==> config.mk <==
export PLATFORM = sky130hd
export DESIGN_NAME = ccff_bitstream_loader
export DESIGN_NICKNAME = d
export VERILOG_FILES = /design/src/rtl/ccff_loader_pkg.sv /design/src/rtl/ccff_word_serializer.sv /design/src/rtl/ccff_bitstream_loader.sv
export SDC_FILE = /design/constraint.sdc
export NUM_CORES = 1
export LEC_CHECK = 0
export ABC_AREA = 1
export BUFFER_PORTS_ARGS = -buffer_cell sky130_fd_sc_hd__buf_4
export CAP_MARGIN = 0
export CELL_PAD_IN_SITES_DETAIL_PLACEMENT = 1
export CELL_PAD_IN_SITES_GLOBAL_PLACEMENT = 1
export CORE_AREA = 2 2 111 113
export CTS_BUF_LIST = sky130_fd_sc_hd__clkbuf_8
export CTS_CLUSTER_SIZE = 40
export DETAILED_ROUTE_END_ITERATION = 12
export DIE_AREA = 0 0 113 115
export PLACE_DENSITY_LB_ADDON = 0.1
export SLEW_MARGIN = 20
export SYNTH_ARGS = -nofsm -noshare
export SYNTH_HDL_FRONTEND = slang
export SYNTH_SLANG_ARGS = --single-unit
==> constraint.sdc <==
create_clock -name prog_clk -period 5.8 [get_ports prog_clk]
set_input_delay 1.45 -clock prog_clk [delete_from_list [all_inputs] [get_ports prog_clk]]
set_output_delay 1.45 -clock prog_clk [all_outputs]
set_load 0.005 [all_outputs]
==> src/rtl/ccff_loader_pkg.sv <==
// Shared types and sizing helpers for the configuration-chain loader.
package ccff_loader_pkg;

  typedef enum logic [2:0] {IDLE, PROBE, LOAD, DONE, ERR} loader_state_e;

  // bit_cnt must hold 2*BS_LGT (probe timeout) without wrapping
  function automatic int ccff_cnt_w(input int bs_lgt);
    return $clog2(2 * bs_lgt + 1);
  endfunction

endpackage

==> src/rtl/ccff_word_serializer.sv <==
// Two-entry word buffer (shift register + holding register) that feeds one
// bit per shift; HR refills SR on the same edge SR runs dry.
module ccff_word_serializer #(
  parameter int WORD_W = 32
) (
  input  logic              prog_clk,
  input  logic              pReset,
  input  logic              flush,
  input  logic              in_valid,
  input  logic [WORD_W-1:0] in_data,
  input  logic              shift,
  output logic              hr_empty,
  output logic              bit_o,
  output logic              sr_vld
);

  localparam int CW = $clog2(WORD_W + 1);

  logic [WORD_W-1:0] sr_q, sr_d, hr_q, hr_d;
  logic [CW-1:0]     sr_cnt_q, sr_cnt_d;
  logic              hr_full_q, hr_full_d;

  always_comb begin
    sr_d      = sr_q;
    sr_cnt_d  = sr_cnt_q;
    hr_d      = hr_q;
    hr_full_d = hr_full_q;
    if (shift) begin
      sr_d     = sr_q >> 1;
      sr_cnt_d = sr_cnt_q - CW'(1);
    end
    if (sr_cnt_d == '0 && hr_full_q) begin
      sr_d      = hr_q;
      sr_cnt_d  = CW'(WORD_W);
      hr_full_d = 1'b0;
    end
    // new word goes straight to SR when it would otherwise sit idle
    if (in_valid) begin
      if (sr_cnt_d == '0) begin
        sr_d     = in_data;
        sr_cnt_d = CW'(WORD_W);
      end else begin
        hr_d      = in_data;
        hr_full_d = 1'b1;
      end
    end
    if (flush) begin
      sr_cnt_d  = '0;
      hr_full_d = 1'b0;
    end
  end

  always_ff @(posedge prog_clk) begin
    if (pReset) begin
      sr_q      <= '0;
      hr_q      <= '0;
      sr_cnt_q  <= '0;
      hr_full_q <= 1'b0;
    end else begin
      sr_q      <= sr_d;
      hr_q      <= hr_d;
      sr_cnt_q  <= sr_cnt_d;
      hr_full_q <= hr_full_d;
    end
  end

  assign hr_empty = ~hr_full_q;
  assign bit_o    = sr_q[0];
  assign sr_vld   = (sr_cnt_q != '0);

endmodule

==> src/rtl/ccff_bitstream_loader.sv <==
// Configuration-chain driver: probes chain length with a single-'1' token,
// then streams the word-fed bitstream into ccff_head with a gated shift enable.
module ccff_bitstream_loader
  import ccff_loader_pkg::*;
#(
  parameter int BS_LGT   = 8387,
  parameter int WORD_W   = 32,
  parameter int PROBE_EN = 1,
  localparam int CNT_W   = ccff_cnt_w(BS_LGT)
) (
  input  logic              prog_clk,
  input  logic              pReset,
  input  logic              start,
  input  logic [WORD_W-1:0] s_data,
  input  logic              s_valid,
  output logic              s_ready,
  output logic              ccff_head,
  output logic              shift_en,
  input  logic              ccff_tail,
  output logic              busy,
  output logic              config_done,
  output logic              error,
  output logic [CNT_W-1:0]  bit_cnt
);

  localparam int N_WORDS = (BS_LGT + WORD_W - 1) / WORD_W;
  localparam int WC_W    = $clog2(N_WORDS + 1);

  loader_state_e    state_q, state_d;
  logic [CNT_W-1:0] bit_cnt_q, bit_cnt_d;
  logic [WC_W-1:0]  wrd_cnt_q, wrd_cnt_d;
  logic             ld, accept, hr_empty, ser_bit, sr_vld;

  assign ld      = (state_q == LOAD);
  // stop accepting once the words covering BS_LGT bits are in
  assign s_ready = ld & hr_empty & (wrd_cnt_q != WC_W'(N_WORDS));
  assign accept  = s_valid & s_ready;

  ccff_word_serializer #(.WORD_W(WORD_W)) u_ser (
    .prog_clk (prog_clk),
    .pReset   (pReset),
    .flush    (~ld),
    .in_valid (accept),
    .in_data  (s_data),
    .shift    (ld & sr_vld),
    .hr_empty (hr_empty),
    .bit_o    (ser_bit),
    .sr_vld   (sr_vld)
  );

  always_comb begin
    state_d   = state_q;
    bit_cnt_d = bit_cnt_q;
    wrd_cnt_d = accept ? wrd_cnt_q + WC_W'(1) : wrd_cnt_q;
    shift_en  = 1'b0;
    ccff_head = 1'b0;
    case (state_q)
      IDLE, DONE, ERR: begin
        if (start) begin
          state_d   = (PROBE_EN != 0) ? PROBE : LOAD;
          bit_cnt_d = '0;
          wrd_cnt_d = '0;
        end
      end
      PROBE: begin
        shift_en  = 1'b1;
        ccff_head = (bit_cnt_q == '0);
        bit_cnt_d = bit_cnt_q + CNT_W'(1);
        // tail reflects the chain after bit_cnt_q shifts
        if (ccff_tail) begin
          if (bit_cnt_q == CNT_W'(BS_LGT)) begin
            state_d   = LOAD;
            bit_cnt_d = '0;
          end else begin
            state_d = ERR;
          end
        end else if (bit_cnt_q == CNT_W'(2 * BS_LGT - 1)) begin
          state_d = ERR;
        end
      end
      LOAD: begin
        shift_en  = sr_vld;
        ccff_head = sr_vld & ser_bit;
        if (sr_vld) begin
          bit_cnt_d = bit_cnt_q + CNT_W'(1);
          if (bit_cnt_q == CNT_W'(BS_LGT - 1)) state_d = DONE;
        end
      end
      default: state_d = IDLE;
    endcase
  end

  always_ff @(posedge prog_clk) begin
    if (pReset) begin
      state_q   <= IDLE;
      bit_cnt_q <= '0;
      wrd_cnt_q <= '0;
    end else begin
      state_q   <= state_d;
      bit_cnt_q <= bit_cnt_d;
      wrd_cnt_q <= wrd_cnt_d;
    end
  end

  assign busy        = (state_q == PROBE) | ld;
  assign config_done = (state_q == DONE);
  assign error       = (state_q == ERR);
  assign bit_cnt     = bit_cnt_q;

endmodule

==> results.toml, run 1 <==
[min_path]
hold_path_class = "reg -> reg"

[global_route]
grt_first_pass_wirelength_um = 25200
antenna_found_initial = 0
grt_overflow = 0
grtUsageTotal = 0.240
first_global_vias = 5232
grt_max_degree = 72

[clocking]
clockRootBuffer = "clkbuf_8"
postCtsSetupRepairBufs = 0
clockBufferDepth = 2
worstSkewPairLatency_ps = 380
cts_max_level = 3
cts_inserted_buffers = 9
cts_tree = "yes"
clkTransAtPathRegs_ps = 100
clkSinkCount = 98
hold_buffers = 0
ctsResizeCount = 0

[final_layout]
final_cell_mix = "nand2_1, nor2_1, dfxtp_1, inv_1, nand3_1"
final_util = 0.501
antenna_cells = 0
areaGrowthSynthToFinish_pct = 11.9
final_common_cell = "nand2_1"
drive_gt1_frac = 0.110
final_cells = 994
fillers = 1603
regArea_um2 = 1960
fin_nets = 887
multi_input_area_um2 = 2720

[flow_run]
max_cap_viol_count = 0

[logic_synthesis]
syn_nets = 860
synth_seq_cells = 98
synth-edff-count = 0
synth_flop_cell = "dfxtp_1"
syn_area_per_cell_um2 = 6.47
syn_area_um2 = 5280
synth.distinct_cells = 31
async_reset_ff_frac = 0
yosysWarningCount = 0
synth.area.top_cells = "dfxtp_1, nand2_1, nor2_1, nand3_1, inv_1"
yosysTopAreaCell = "dfxtp_1"
yosysSeqAreaShare = 0.371
yosysTopAreaCellShare = 0.371
postSynthCellCount = 816

[critical_path]
reg2reg_depth = 14
critPathCaptureType = "flip-flop"
critPathKind = "reg -> reg"
start_kind = "flip-flop"
worstPathArrival_ps = 4510
r2r-start = "u_ser.sr_cnt_q[0]"
crit_path_start = "u_ser.sr_cnt_q[0]"
endpoint = "u_ser.hr_q[21]"
rr_endpoint = "u_ser.hr_q[21]"
cp_max_fo = 39
worstPathRequired_ps = 6110
r2r_slack_ps = 1600

[routing]
ant_nets = 0
vias_per_cell = 5.33
drt_iter0_markers = 274
finalWirelength_um = 15200
detail_route.wl_per_cell_um = 15.3
first_pass_iters = 9
drc_errors = 1
num_vias = 5296

[timing]
post-route-min-period_ps = 4200
worst_slew_pin_slew_ps = 927
setup_slack_ps = 1600
hold_violations = 0
setup_viol = 0
hold_slack_ps = 470
clock_skew_ps = 13.6
slew_viol_final = 0
slew_headroom = 0.381
min_period_over_period = 0.725
rsz0062_at_grt = "false"
finalSetupTns_ps = 0
clock.fmax_mhz = 238

[floorplan]
initial_core_util = 0.447
die_w_um = 113
core_area_um2 = 11800
num_rows = 40
ioPinCount = 58
die_h_um = 115
dieArea_um2 = 13000

[power]
leakagePower_nw = 2.65
vdd_drop_max_v = 0.000132
power_density_nw_per_um2 = 217

[placement]
dp.cells = 979
dp_slack_ps = 1660
finalWeightedCongestion = 0.921
place_hpwl_um = 10300
io_buffers = 57

[status]
violations = "DRC"
status = "complete, but fails checks"
==> per-stage QoR <==
stage	instance area, µm²	power [mW]
2_1_floorplan	5280	0.740
3_3_place_gp	5690	0.784
3_5_place_dp	5690	0.787
4_1_cts	5910	1.30
5_1_grt	5910	1.33
6_report	5910	1.28
==> critical path: stages (launching register included) <==
cell,delay [ps]
dfxtp_1,320
inv_1,140
ha_1,190
nand3_2,160
nand2_2,550
inv_2,410
nand2_1,160
nand2_1,100
inv_1,90
nand2_1,100
nor2_4,610
nand2_2,500
nand2_4,470
nand2_1,130
a21oi_1,170
==> sequential cells by signal, summed over array words and instances, names as in the netlist <==
signal / flops
u_ser.sr_cnt_q: 6
bit_cnt: 15
wrd_cnt_q: 9
u_ser.hr_q: 32
u_ser.hr_full_q: 1
u_ser.sr_q: 32
state_q: 3
==> synthesized netlist by cell type, types with 5 or more instances <==
| cell type | count |
|---|---|
| nand2_1 | 196 |
| nor2_1 | 114 |
| dfxtp_1 | 98 |
| inv_1 | 92 |
| nand3_1 | 81 |
| a21oi_1 | 54 |
| nand4_1 | 43 |
| o21ai_0 | 38 |
| clkbuf_1 | 23 |
| buf_2 | 13 |
| nor3_1 | 10 |
| ha_1 | 7 |
| buf_6 | 6 |
| inv_2 | 5 |
| nand2_2 | 5 |
| xor2_1 | 5 |
==> cell type report <==
class | instances | share of cell area
multi-input combinational | 576 | 0.460
sequential | 98 | 0.332
timing repair buffer | 61 | 0.0774
inverter | 97 | 0.0616
tap | 147 | 0.0311
clock buffer | 11 | 0.0256
clock inverter | 4 | 0.0127
==> worst min-delay path by stage <==
| stage | slack [ps] | to | cells past startpoint | startpoint |
|---|---|---|---|---|
| floorplan | 440 | u_ser.hr_q[23] | 2 | u_ser.hr_q[23] |
| global placement | 450 | u_ser.hr_q[21] | 2 | u_ser.hr_q[21] |
| detailed placement | 460 | u_ser.hr_q[25] | 2 | u_ser.hr_q[25] |
| CTS | 470 | u_ser.hr_q[25] | 2 | u_ser.hr_q[25] |
| global route | 490 | u_ser.hr_q[2] | 2 | u_ser.hr_q[2] |
| finish | 470 | u_ser.hr_q[31] | 2 | u_ser.hr_q[31] |
==> power by group <==
group          internal (mW)  switching (mW)
Sequential             0.675         0.00503
Combinational         0.0366          0.0551
Clock                  0.264           0.247
Total                  0.976           0.307
==> routing by layer <==
metal | vias up | track usage | part of all wire
met5 | - | 0 | 0
met4 | 0 | 0.0886 | 0.017
met3 | 17 | 0.0264 | 0.037
met2 | 80 | 0.402 | 0.48
met1 | 2522 | 0.321 | 0.47
li1 | 2677 | - | -
==> cell families (layout without fill, tap and decap cells) <==
kind of cell	after synthesis	after routing	synth area share
buf+inv	142	173	0.114
xor+xnor	5	5	0.00829
fa+ha+maj	7	7	0.0166
compound gates	103	103	0.102
flops	98	98	0.371
simple gates	461	461	0.388
Note: power is estimated with default switching activity, not from simulation.
==> inputs of run 2 (changes only) <==
--- a/config.mk
+++ b/config.mk
@@ -5,16 +5,16 @@
 export SDC_FILE = /design/constraint.sdc
 export NUM_CORES = 1
 export LEC_CHECK = 0
-export ABC_AREA = 1
+export ABC_AREA = 0
 export BUFFER_PORTS_ARGS = -buffer_cell sky130_fd_sc_hd__buf_4
 export CAP_MARGIN = 0
 export CELL_PAD_IN_SITES_DETAIL_PLACEMENT = 1
 export CELL_PAD_IN_SITES_GLOBAL_PLACEMENT = 1
-export CORE_AREA = 2 2 111 113
+export CORE_AREA = 2 2 109 111
 export CTS_BUF_LIST = sky130_fd_sc_hd__clkbuf_8
 export CTS_CLUSTER_SIZE = 40
 export DETAILED_ROUTE_END_ITERATION = 12
-export DIE_AREA = 0 0 113 115
+export DIE_AREA = 0 0 111 113
 export PLACE_DENSITY_LB_ADDON = 0.1
 export SLEW_MARGIN = 20
 export SYNTH_ARGS = -nofsm -noshare
==> constraint.sdc (replaced) <==
create_clock -name prog_clk -period 4.2 [get_ports prog_clk]
set_input_delay 1.05 -clock prog_clk [delete_from_list [all_inputs] [get_ports prog_clk]]
set_output_delay 1.05 -clock prog_clk [all_outputs]
set_load 0.005 [all_outputs]
==> run 2 against run 1 <==
- setup slack worse by 1100 ps
- critical path depth fell by 7
- sequential share of layout area rose by 1.8 points
- the flow now finishes without violations
- clock power increased by 59%
- critical path type is now reg -> out
- design area fell by 5.3%
- largest power group unchanged
- first-iteration DRC count up 5.1%
- sequential cell count unchanged
- synthesized cell count shrank 22%
- hold slack gained 6.3 ps
==> results.toml, run 2 <==
[critical_path]
critPathKind = "reg -> out"
r2r_slack_ps = 900
critPathTopFamily = "simple AND/OR/NAND/NOR gates"
worstPathRequired_ps = 3150
critPathCaptureType = "primary output"
r2r-start = "u_ser.sr_cnt_q[0]"
cp_slowest_cell = "or4b_2"
cp_max_fo = 33
crit_path_cell_trace = "inv_1 -> ha_1 -> or4b_2 -> o21ai_2 -> buf_4 -> nand2_1 -> buf_4"
crit_path_start = "u_ser.sr_cnt_q[0]"
worstPathArrival_ps = 2660
slowest_delay_ps = 660
start_kind = "flip-flop"
crit_top_cell = "buf_4"
path_buf_inv = 3

[logic_synthesis]
synth-edff-count = 0
syn_area_per_cell_um2 = 7.64
syn_area_um2 = 4880
synth.distinct_cells = 50
synth_common_cells = "nand2_1, dfxtp_1, a21oi_1"
async_reset_ff_frac = 0
synth_flop_cell = "dfxtp_1"
yosysWarningCount = 0
yosysTopAreaCell = "dfxtp_1"
synth_seq_cells = 98
postSynthCellCount = 639
yosysSeqAreaShare = 0.402
syn_nets = 683
synth.area.top_cells = "dfxtp_1, nand2_1, a21oi_1, o21ai_0, a32o_1"
yosysMostFrequentCell = "nand2_1"
yosysTopAreaCellShare = 0.402

[placement]
io_buffers = 57
dpl_cell_area_um2 = 5340
finalWeightedCongestion = 0.807
dp.cells = 799
place_hpwl_um = 9200

[timing]
setup_viol = 0
min_period_over_period = 0.884
finalSetupTns_ps = 0
rsz0062_at_grt = "false"
worst_slew_pin_slew_ps = 997
slew_headroom = 0.331
hold_slack_ps = 477
clock_skew_ps = 12.2
hold_violations = 0
slew_viol_final = 0
clock.fmax_mhz = 269
post-route-min-period_ps = 3710

[power]
leakagePower_nw = 1.91
pwr-share-seq = 0.511
pwr-share-clk = 0.444
power_density_nw_per_um2 = 326
swShare = 0.215
vdd_drop_max_v = 0.000246
intPower_mw = 1.43
combPwrFrac = 0.044
p_sw_mw = 0.393

[clocking]
clockBufferDepth = 2
cts_max_level = 3
cts_tree = "yes"
worstSkewPairLatency_ps = 390
cts_inserted_buffers = 9
postCtsSetupRepairBufs = 0
hold_buffers = 0
ctsResizeCount = 0
clkSinkCount = 98
clkTransAtPathRegs_ps = 100
clockRootBuffer = "clkbuf_8"

[floorplan]
dieArea_um2 = 12500
die_h_um = 113
die_w_um = 111
initial_core_util = 0.433
core_area_um2 = 11300
ioPinCount = 58
num_rows = 39

[routing]
num_vias = 4697
drt_iter0_markers = 288
drc_errors = 0
first_pass_iters = 5
vias_per_cell = 5.76
finalWirelength_um = 14100
ant_nets = 0
detail_route.wl_per_cell_um = 17.3

[global_route]
grt_max_degree = 68
grtUsageTotal = 0.230
grt_first_pass_wirelength_um = 23500
grt_overflow = 0
first_global_vias = 4814
antenna_found_initial = 0

[final_layout]
final_common_cell = "nand2_1"
antenna_cells = 0
stdcell_area_um2 = 5600
regArea_um2 = 1960
multi_input_area_um2 = 2660
fillers = 1414
final_cells = 815
fin_nets = 711
areaGrowthSynthToFinish_pct = 14.8
final_cell_mix = "nand2_1, dfxtp_1, a21oi_1, o21ai_0, buf_4"
drive_gt1_frac = 0.137

[min_path]
hold_path_class = "reg -> reg"
holdCritStartpoint = "u_ser.hr_q[0]"

[flow_run]
max_cap_viol_count = 0

[status]
status = "finished clean"
==> run 2: cell count changes after synthesis, sizes merged, moves of 7 or more <==
| cell | delta |
|---|---|
| nand4 | -39 |
| nand3 | -77 |
| nor2 | -75 |
| xor2 | +11 |
| a21oi | +17 |
| clkbuf | +11 |
| nand2 | -53 |
| o21ai | +40 |
| buf | -7 |
| a32o | +31 |
| inv | -86 |
==> run 2: metal layers <==
| metal | track usage | up-vias | wire length (µm) |
|---|---|---|---|
| met5 | 0 | - | 0 |
| met1 | 0.275 | 2318 | 6490 |
| met4 | 0.0625 | 0 | 133 |
| met2 | 0.414 | 67 | 7000 |
| met3 | 0.0546 | 11 | 472 |
| li1 | - | 2301 | - |
==> run 2: area by class of cell <==
class / instances / area share
Clock buffer: 10 / 0.0246
Inverter: 11 / 0.00737
Clock inverter: 6 / 0.0230
Sequential cell: 98 / 0.350
Timing Repair Buffer: 66 / 0.0885
Tap cell: 143 / 0.0319
Multi-Input combinational cell: 481 / 0.474
==> run 2: cells by family (layout without fill, tap and decap cells) <==
| kind of cell | Yosys count | after routing | synth area share |
|---|---|---|---|
| AO/OA/AOI/OAI | 206 | 206 | 0.261 |
| XOR/XNOR | 22 | 22 | 0.0395 |
| adder cells (fa/ha/maj) | 7 | 7 | 0.0179 |
| buffers and inverters | 60 | 93 | 0.0564 |
| flip-flops | 98 | 98 | 0.402 |
| multiplexers | 2 | 2 | 0.00410 |
| AND/OR/NAND/NOR | 244 | 244 | 0.219 |
==> run 2: worst min-delay path: cells and delay by family, from the launching register on <==
kind / cells / cell delay [ps]
AOI/OAI and AO/OA: 2 / 120
DFF: 1 / 320
==> run 2: power by group through the flow <==
stage	Sequential [mW]	Combinational (mW)	Clock, mW
after floorplan	0.954	0.0357	0
after global placement	0.956	0.0793	0
after detailed placement	0.956	0.0812	0
after CTS	0.934	0.0815	0.833
after global routing	0.936	0.0879	0.870
final	0.934	0.0808	0.812
==> run 2: through the flow <==
step / setup slack (ps) / power [mW] / utilization
floorplan: 1160 / 0.989 / -
global placement: 1050 / 1.04 / 0.473
detailed placement: 929 / 1.04 / 0.473
CTS: 492 / 1.85 / 0.497
global route: 393 / 1.89 / 0.497
finish: 487 / 1.83 / 0.497
==> run 2: worst paths after layout <==
check        cells after the start       endpoint
max                              7       shift_en
min                              2  u_ser.hr_q[0]
max reg2reg                      9  u_ser.sr_q[9]
min reg2reg                      2  u_ser.hr_q[0]
==> inputs of run 3 (changes only) <==
--- a/config.mk
+++ b/config.mk
@@ -10,11 +10,10 @@
 export CAP_MARGIN = 0
 export CELL_PAD_IN_SITES_DETAIL_PLACEMENT = 1
 export CELL_PAD_IN_SITES_GLOBAL_PLACEMENT = 1
-export CORE_AREA = 2 2 109 111
-export CTS_BUF_LIST = sky130_fd_sc_hd__clkbuf_8
+export CORE_AREA = 2 2 110 112
 export CTS_CLUSTER_SIZE = 40
 export DETAILED_ROUTE_END_ITERATION = 12
-export DIE_AREA = 0 0 111 113
+export DIE_AREA = 0 0 112 114
 export PLACE_DENSITY_LB_ADDON = 0.1
 export SLEW_MARGIN = 20
 export SYNTH_ARGS = -nofsm -noshare
==> run 3 against run 2 <==
- via count about the same
- hold slack got worse by 1.2 ps
- clock power increased by 18%
- routed wire length decreased by 0.82%
- cell count increased by 0.49%
- count of clock-buffer cells in the layout unchanged
- sequential cell count unchanged
- die area increased by 1.8%
- critical path type unchanged
- critical endpoint unchanged
- highest routed layer unchanged
==> results.toml, run 3 (synthesized netlist as in run 2, its figures left out) <==
[final_layout]
antenna_cells = 0
multi_input_area_um2 = 2660
regArea_um2 = 1960
fillers = 1456
final_cells = 819
areaGrowthSynthToFinish_pct = 16.6
fin_nets = 712
final_cell_mix = "nand2_1, dfxtp_1, a21oi_1, o21ai_0, buf_4"
stdcell_area_um2 = 5690
drive_gt1_frac = 0.138
final_common_cell = "nand2_1"

[power]
p_sw_mw = 0.418
vdd_drop_max_v = 0.000235
combPwrFrac = 0.041
pwr-share-seq = 0.473
pwr-share-clk = 0.486
total_power_mw = 1.98
power_density_nw_per_um2 = 347
intPower_mw = 1.56
swShare = 0.211
leakagePower_nw = 1.94

[placement]
dp.cells = 804
finalWeightedCongestion = 0.781
io_buffers = 57
place_hpwl_um = 9050
dpl_cell_area_um2 = 5350

[clocking]
cts_tree = "yes"
clockBufferDepth = 2
clkSinkCount = 98
postCtsSetupRepairBufs = 0
hold_buffers = 0
clockRootBuffer = "clkbuf_16"
clkTransAtPathRegs_ps = 70
worstSkewPairLatency_ps = 360
ctsResizeCount = 0
cts_max_level = 3
cts_inserted_buffers = 9

[global_route]
first_global_vias = 4717
grtUsageTotal = 0.225
grt_max_degree = 68
antenna_found_initial = 0
grt_overflow = 0
grt_first_pass_wirelength_um = 23500

[routing]
first_pass_iters = 4
drt_iter0_markers = 279
drc_errors = 0
detail_route.wl_per_cell_um = 17.1
ant_nets = 0
vias_per_cell = 5.74
finalWirelength_um = 14000
num_vias = 4700

[critical_path]
r2r-start = "u_ser.sr_cnt_q[0]"
cp_max_fo = 33
worstPathArrival_ps = 2520
critPathCaptureType = "primary output"
r2r_slack_ps = 950
start_kind = "flip-flop"
critPathKind = "reg -> out"
worstPathRequired_ps = 3150
reg2reg_depth = 9
rr_endpoint = "u_ser.sr_q[27]"

[floorplan]
die_h_um = 114
die_w_um = 112
core_area_um2 = 11700
initial_core_util = 0.417
dieArea_um2 = 12800
ioPinCount = 58
num_rows = 40

[timing]
hold_violations = 0
post-route-min-period_ps = 3570
min_period_over_period = 0.851
clock.fmax_mhz = 280
rsz0062_at_grt = "false"
slew_viol_final = 0
setup_viol = 0
finalSetupTns_ps = 0
clock_skew_ps = 7.72
worst_slew_pin_slew_ps = 966
slew_headroom = 0.352

[flow_run]
max_cap_viol_count = 0

[status]
status = "finished clean"

[min_path]
hold_path_class = "reg -> reg"
min_to = "u_ser.hr_q[8]"
holdCritStartpoint = "u_ser.hr_q[8]"
hold_path_depth = 2
[run 3: changes by cell type in the layout (fill, tap and decap cells not counted)]
cell,delta
inv_1,-1
bufinv_16,-1
clkinvlp_4,+1
buf_4,+1
clkbuf_8,-9
clkbuf_16,+9
[run 3: metal layers]
metal,routed length [µm],track usage,vias to the layer above
met5,0,0,-
met2,6690,0.373,81
met4,207,0.0837,0
li1,-,-,2299
met3,426,0.0351,14
met1,6660,0.298,2306
[run 3: through the flow]
stage,utilization,hold slack (ps),setup WS (ps)
2_1_floorplan,-,450,1160
3_3_place_gp,0.457,459,1050
3_5_place_dp,0.457,468,992
4_1_cts,0.486,478,619
5_1_grt,0.486,493,525
6_report,0.486,475,626
[run 3: cell type report]
class	instances	area share
tap	147	0.0323
sequential	98	0.345
multi-input combinational	481	0.467
timing repair buffer	67	0.0884
clock inverter	5	0.0180
inverter	11	0.00726
clock buffer	10	0.0420
[run 3: power by group through the flow]
stage	Sequential, mW	Combinational, mW	Clock [mW]
2_1_floorplan	0.954	0.0357	0
3_5_place_dp	0.957	0.0802	0
4_1_cts	0.935	0.0807	0.977
3_3_place_gp	0.956	0.0786	0
5_1_grt	0.935	0.0888	1.01
6_report	0.935	0.0801	0.962
[run 3: how the worst max path moves through the flow]
stage	startpoint	end
after floorplan	u_ser.sr_cnt_q[0]	ccff_head
after global placement	u_ser.sr_cnt_q[0]	shift_en
after detailed placement	u_ser.sr_cnt_q[0]	u_ser.sr_q[30]
after CTS	u_ser.sr_cnt_q[0]	shift_en
after global routing	u_ser.sr_cnt_q[0]	shift_en
final	u_ser.sr_cnt_q[0]	shift_en
[run 3: worst max-delay path, cell delays in order (launching register included)]
cell	delay (ps)
dfxtp_1	320
inv_1	140
ha_1	200
or4b_2	650
o21ai_2	180
buf_4	370
nand2_1	130
buf_4	160
